File: src/rtl/vga_timing_generator.sv
// Pixel-enable-gated VGA raster timing: position, syncs, blanking and line/frame strobes.
// Define VGA_TIMING_FRAME_CNT_EN to add the frame_count output.
module vga_timing_generator #(
  parameter int   H_ACTIVE = 640,
  parameter int   H_FP     = 16,
  parameter int   H_PULSE  = 96,
  parameter int   H_BP     = 48,
  parameter logic H_POL    = 1'b0,
  parameter int   V_ACTIVE = 480,
  parameter int   V_FP     = 10,
  parameter int   V_PULSE  = 2,
  parameter int   V_BP     = 33,
  parameter logic V_POL    = 1'b0,
  parameter int   CW       = 10,
  parameter int   FRAME_W  = 8
) (
  input  logic          clk,
  input  logic          rst,
  input  logic          pix_en,
  output logic [CW-1:0] hcount,
  output logic [CW-1:0] vcount,
  output logic          hsync,
  output logic          vsync,
  output logic          video_on,
  output logic          line_start,
  output logic          frame_start
`ifdef VGA_TIMING_FRAME_CNT_EN
  ,
  output logic [FRAME_W-1:0] frame_count
`endif
);

  localparam int H_TOTAL = H_ACTIVE + H_FP + H_PULSE + H_BP;
  localparam int V_TOTAL = V_ACTIVE + V_FP + V_PULSE + V_BP;

  localparam logic [CW-1:0] H_LAST = CW'(H_TOTAL - 1);
  localparam logic [CW-1:0] V_LAST = CW'(V_TOTAL - 1);
  localparam logic [CW-1:0] CNT_ONE = CW'(1'b1);

  // One extra bit so a window edge equal to the total never aliases to zero.
  localparam logic [CW:0] H_VIS     = (CW+1)'(H_ACTIVE);
  localparam logic [CW:0] H_SYNC_LO = (CW+1)'(H_ACTIVE + H_FP);
  localparam logic [CW:0] H_SYNC_HI = (CW+1)'(H_ACTIVE + H_FP + H_PULSE);
  localparam logic [CW:0] V_VIS     = (CW+1)'(V_ACTIVE);
  localparam logic [CW:0] V_SYNC_LO = (CW+1)'(V_ACTIVE + V_FP);
  localparam logic [CW:0] V_SYNC_HI = (CW+1)'(V_ACTIVE + V_FP + V_PULSE);

  if ((64'(H_TOTAL) - 64'd1) > ((64'd1 << CW) - 64'd1)) begin : g_bad_h_total
    $error("vga_timing_generator: H_TOTAL-1 does not fit in CW bits");
  end
  if ((64'(V_TOTAL) - 64'd1) > ((64'd1 << CW) - 64'd1)) begin : g_bad_v_total
    $error("vga_timing_generator: V_TOTAL-1 does not fit in CW bits");
  end
  if ((H_PULSE == 0) || (V_PULSE == 0)) begin : g_bad_pulse
    $error("vga_timing_generator: sync pulse width must be non-zero");
  end
  if (FRAME_W < 1) begin : g_bad_frame_w
    $error("vga_timing_generator: FRAME_W must be at least 1");
  end

  function automatic logic in_window(input logic [CW-1:0] pos,
                                     input logic [CW:0]   lo,
                                     input logic [CW:0]   hi);
    in_window = ({1'b0, pos} >= lo) && ({1'b0, pos} < hi);
  endfunction

  logic [CW-1:0] h_next_s;
  logic [CW-1:0] v_next_s;
  logic          h_wrap_s;
  logic          f_wrap_s;

  // Next raster position; decodes are taken from it so they line up with the counters.
  always_comb begin
    h_wrap_s = (hcount == H_LAST);
    f_wrap_s = h_wrap_s && (vcount == V_LAST);
    if (h_wrap_s) begin
      h_next_s = '0;
      if (vcount == V_LAST) begin
        v_next_s = '0;
      end else begin
        v_next_s = vcount + CNT_ONE;
      end
    end else begin
      h_next_s = hcount + CNT_ONE;
      v_next_s = vcount;
    end
  end

  // Counters, sync/blank decodes and strobes; reset parks on the last pixel of the frame.
  always_ff @(posedge clk or negedge rst) begin
    if (!rst) begin
      hcount      <= H_LAST;
      vcount      <= V_LAST;
      hsync       <= ~H_POL;
      vsync       <= ~V_POL;
      video_on    <= 1'b0;
      line_start  <= 1'b0;
      frame_start <= 1'b0;
    end else if (pix_en) begin
      hcount      <= h_next_s;
      vcount      <= v_next_s;
      hsync       <= in_window(h_next_s, H_SYNC_LO, H_SYNC_HI) ? H_POL : ~H_POL;
      vsync       <= in_window(v_next_s, V_SYNC_LO, V_SYNC_HI) ? V_POL : ~V_POL;
      video_on    <= ({1'b0, h_next_s} < H_VIS) && ({1'b0, v_next_s} < V_VIS);
      line_start  <= h_wrap_s;
      frame_start <= f_wrap_s;
    end else begin
      line_start  <= 1'b0;
      frame_start <= 1'b0;
    end
  end

`ifdef VGA_TIMING_FRAME_CNT_EN
  // Frame counter starts at all ones so the first frame after reset reads zero.
  always_ff @(posedge clk or negedge rst) begin
    if (!rst) begin
      frame_count <= '1;
    end else if (pix_en && f_wrap_s) begin
      frame_count <= frame_count + FRAME_W'(1'b1);
    end else begin
      frame_count <= frame_count;
    end
  end
`endif

endmodule
File: config.mk
export PLATFORM = sky130hd
export DESIGN_NAME = vga_timing_generator
export DESIGN_NICKNAME = d
export VERILOG_FILES = /design/src/rtl/vga_timing_generator.sv
export SDC_FILE = /design/constraint.sdc
export NUM_CORES = 1
export LEC_CHECK = 0
export CORE_MARGIN = 4
export CORE_UTILIZATION = 35
export DETAILED_ROUTE_END_ITERATION = 8
export PLACE_DENSITY = 0.56
export SYNTH_ARGS = -nofsm -noshare
export SYNTH_HDL_FRONTEND = slang
export SYNTH_SLANG_ARGS = --single-unit
File: constraint.sdc
create_clock -name clk -period 5.2 [get_ports clk]
set_clock_uncertainty 0.1 [all_clocks]
set_input_delay 1.04 -clock clk [delete_from_list [all_inputs] [get_ports clk]]
set_output_delay 1.04 -clock clk [all_outputs]
set_load 0.01 [all_outputs]
==> results.md <==
* Multi-input logic area at approximately 840 sq um
* Outcome: complete, no violations
* Antenna violations before repair at 0
* Post-synth ARST share at 100%
* Vias at ~1400
* Final wirelength at approximately 3.7 mm
* Post-synthesis register bit count at 25
* Compound-gate portion of the synthesized area at around 18%
* Top cells by area, synth: dfrtp_1 (21%), dfstp_2 (20%), o21ai_0 (5.1%)
* Cell mode on critical path: o32ai_1
* HP Class: flip-flop to flip-flop
* All-Layer GR Usage at ~14%
* Hold depth at 2
* DR iter-0 viols at 74
* Largest family of logic cells by synthesized area: simple AND/OR/NAND/NOR gates
* Ys Warns at 0
* Final hold vios at 0
* Ys flop type: dfrtp_1
* Final ANT Viol Nets at 0
* WP depth at 7
* Number of distinct library cells after synthesis at 45
* Routed len/inst at approximately 15 um
* Vias in the first global route at between 1000 and 1500
* CP Cell Sequence: ha_1, nand4_2, nor4_2, a41oi_1, a2111o_1, o32ai_1, o32ai_1
* Simple-Gate Fraction of Synth Area at around 25%
* Die area at ~5600 sq um
* Delay of the slowest cell on the worst path at 0.79 ns
* Port Buffer Count at 27
* Buf/Inv on CP at 0
* Routability congestion estimate at just under 0.9
* Final net count at slightly above 200
* Synth-to-layout area growth at 20.9%
* Core footprint at about 4400 sq um
* H-Tree Depth at 1
* Worst-case clock buffer depth at 2
* First-pass GRT wire length at roughly 6.3 mm
* CTS clk-pin slew, worst paths at approximately 0.08 ns
* Vias per inst at around 5.6
* Post-DP HPWL at ~2.8 mm
* Critical path class: flip-flop to flip-flop
* WP data arrival at 3.27 ns
* Critical Path Sink Type: flip-flop
* Synth Net Count at around 190
* P_leak at between 0.6 and 0.7 nW
* Seq/Total Area, Yosys at about two fifths
* Fin util at between 40% and 50%
* Clock root cell: clkbuf_8
* Post-synth EDFFs at 0
* Remaining Overflow, GRT at 0
* Hold-fix buffer count after cts at 0
* FILL cells at between 400 and 500
* Seq. cell area at about 640 sq um
* Largest net degree at the start of global routing at 26
* CTS-repair resized insts at 0
* Critical Path RT at about 5.2 ns
* Peak supply drop at between 0.1 and 0.15 mV
* Mapped cell area at roughly 1600 sq um
* Syn_area_per_cell at just under 9 sq um
* Power density cells at between 200 and 300 nW/um^2
* Post-CTS Setup Bufs at 0
* Initial core utilization at around 36%
* R2R depth at 7
* Worst Max-Slew Pin Slew at approximately 0.92 ns
* CTS buffer count at 3
* Synthesized instance count at between 150 and 200
* CTS tree: yes
* Critical path's top delay family: compound AO/OA/AOI/OAI gates
* Router iterations before antenna repair at 4
* DRC viols at 0
* Minimum clock period at between 3 and 4 ns
* Cell with the most instances after synthesis: nand2_1
* Post-synth top cells: nand2_1 (18), o21ai_0 (16), nor2_1 (14), dfrtp_1 (13)
* Mux share of post-synthesis cell area at approximately 2.6%
* Slowest cell on crit path: nor4_2
* # rows at 24
* Maxcap violations at 0
* Die Y at roughly 75 um
* Worst-Skew Late Latency at 0.27 ns
* Die X at about 75 um
* Ant. Diodes at 0
* Pins Over Slew Limit at 0
* RSZ-0062 raised after global routing: no
* Synth top area share at just over 20%
* Startpoint Class: flip-flop
* Final setup viols at 0
* Clock Sinks at 25
* Maximum net fanout on the critical path at 11
* Period utilization at a little over three fifths
* Top cell type by total area after synthesis: dfrtp_1
* Setup TNS at 0 ns
* IO Pins at 28
* Max Clk Rate at 0.308 GHz
* Slew HR at 38.1%
* Post-Synth XOR/XNOR Area at 5.58%
* Share of layout cells above drive strength 1 at 11.1%
* Adder-Cell Fraction of Synth Area at under 10%
-- cells in the final DEF (no fill, tap or decap), types with 2 or more instances in the layout --
cell type	synthesis	routed
dfstp_2	12	12
mux2i_1	3	3
inv_1	6	6
and2_1	2	2
xnor2_1	8	8
nand2_1	18	18
nor3_1	4	4
o21ai_0	16	16
clkdlybuf4s50_1	0	27
clkbuf_8	0	3
nand3_1	12	12
o211ai_1	2	2
a21oi_1	4	4
nor2_1	14	14
ha_1	4	4
o31ai_1	5	5
nand4_1	7	7
or4_1	2	2
and4_1	3	3
and3_1	3	3
o32ai_1	2	2
a31oi_1	5	5
xor2_1	2	2
dfrtp_1	13	13
-- final cells by class --
class / count / area share, %
timing repair buffer: 28 / 14.6
clock inverter: 1 / 0.264
multi-input combinational: 134 / 44.4
inverter: 7 / 1.38
clock buffer: 3 / 2.18
sequential: 25 / 33.8
tap: 52 / 3.43
-- per-layer routing --
metal | GRT usage (%) | vias up | routed length [um]
li1 | - | 691 | -
met1 | 19.4 | 678 | 1690
met2 | 22.7 | 38 | 1800
met3 | 2.40 | 4 | 189
met4 | 5.14 | 0 | 55
met5 | 0 | - | 0
-- sequential cells by signal, indices dropped and copies added (netlist names) --
register and cells:
hsync 1, frame_start 1, vcount 10, line_start 1, hcount 10, vsync 1
video_on 1
-- cells by family (layout without fill, tap and decap cells) --
logic type / count (synthesis) / after routing
DFF: 25 / 25
muxes: 4 / 4
adders and majority gates: 4 / 4
AOI/OAI and AO/OA: 43 / 43
and+or+nand+nor: 73 / 73
xor gates and xnor gates: 10 / 10
buffers and inverters: 19 / 39
-- final timing paths --
| check | startpoint | endpoint | slack (ns) |
|---|---|---|---|
| max in group asynchronous | rst | hcount[8] | 3.67 |
| max reg2reg | hcount[0] | video_on | 1.95 |
| min in group asynchronous | rst | vcount[1] | 1.04 |
| max | hcount[0] | video_on | 1.95 |
| min | hsync | hsync | 0.39 |
| min reg2reg | hsync | hsync | 0.39 |
-- stage by stage --
| stage | hold WS [ns] | instances | cell area (sq um) | power (mW) | worst slack [ns] |
|---|---|---|---|---|---|
| finish | 0.393 | 250 | 1900 | 0.521 | 1.95 |
| global route | 0.434 | 250 | 1900 | 0.555 | 1.68 |
| CTS | 0.395 | 250 | 1900 | 0.530 | 1.92 |
| detailed placement | 0.383 | 246 | 1850 | 0.414 | 1.96 |
| global placement | 0.386 | 246 | 1850 | 0.413 | 2.09 |
| floorplan | 0.391 | 178 | 1570 | 0.346 | 2.76 |
-- where the power goes --
group	internal [mW]	total [mW]	switching [mW]
combinational	0.0703	0.129	0.0591
clock	0.0536	0.113	0.0592
sequential	0.230	0.279	0.0488
-- worst register-to-register path, cell delays in order, from the launching register on --
cell and delay, ns:
dfstp_2 0.61, ha_1 0.33, nand4_2 0.19, nor4_2 0.80, a41oi_1 0.24, a2111o_1 0.45
o32ai_1 0.28, o32ai_1 0.10
Power figures use the tool's default switching activity.
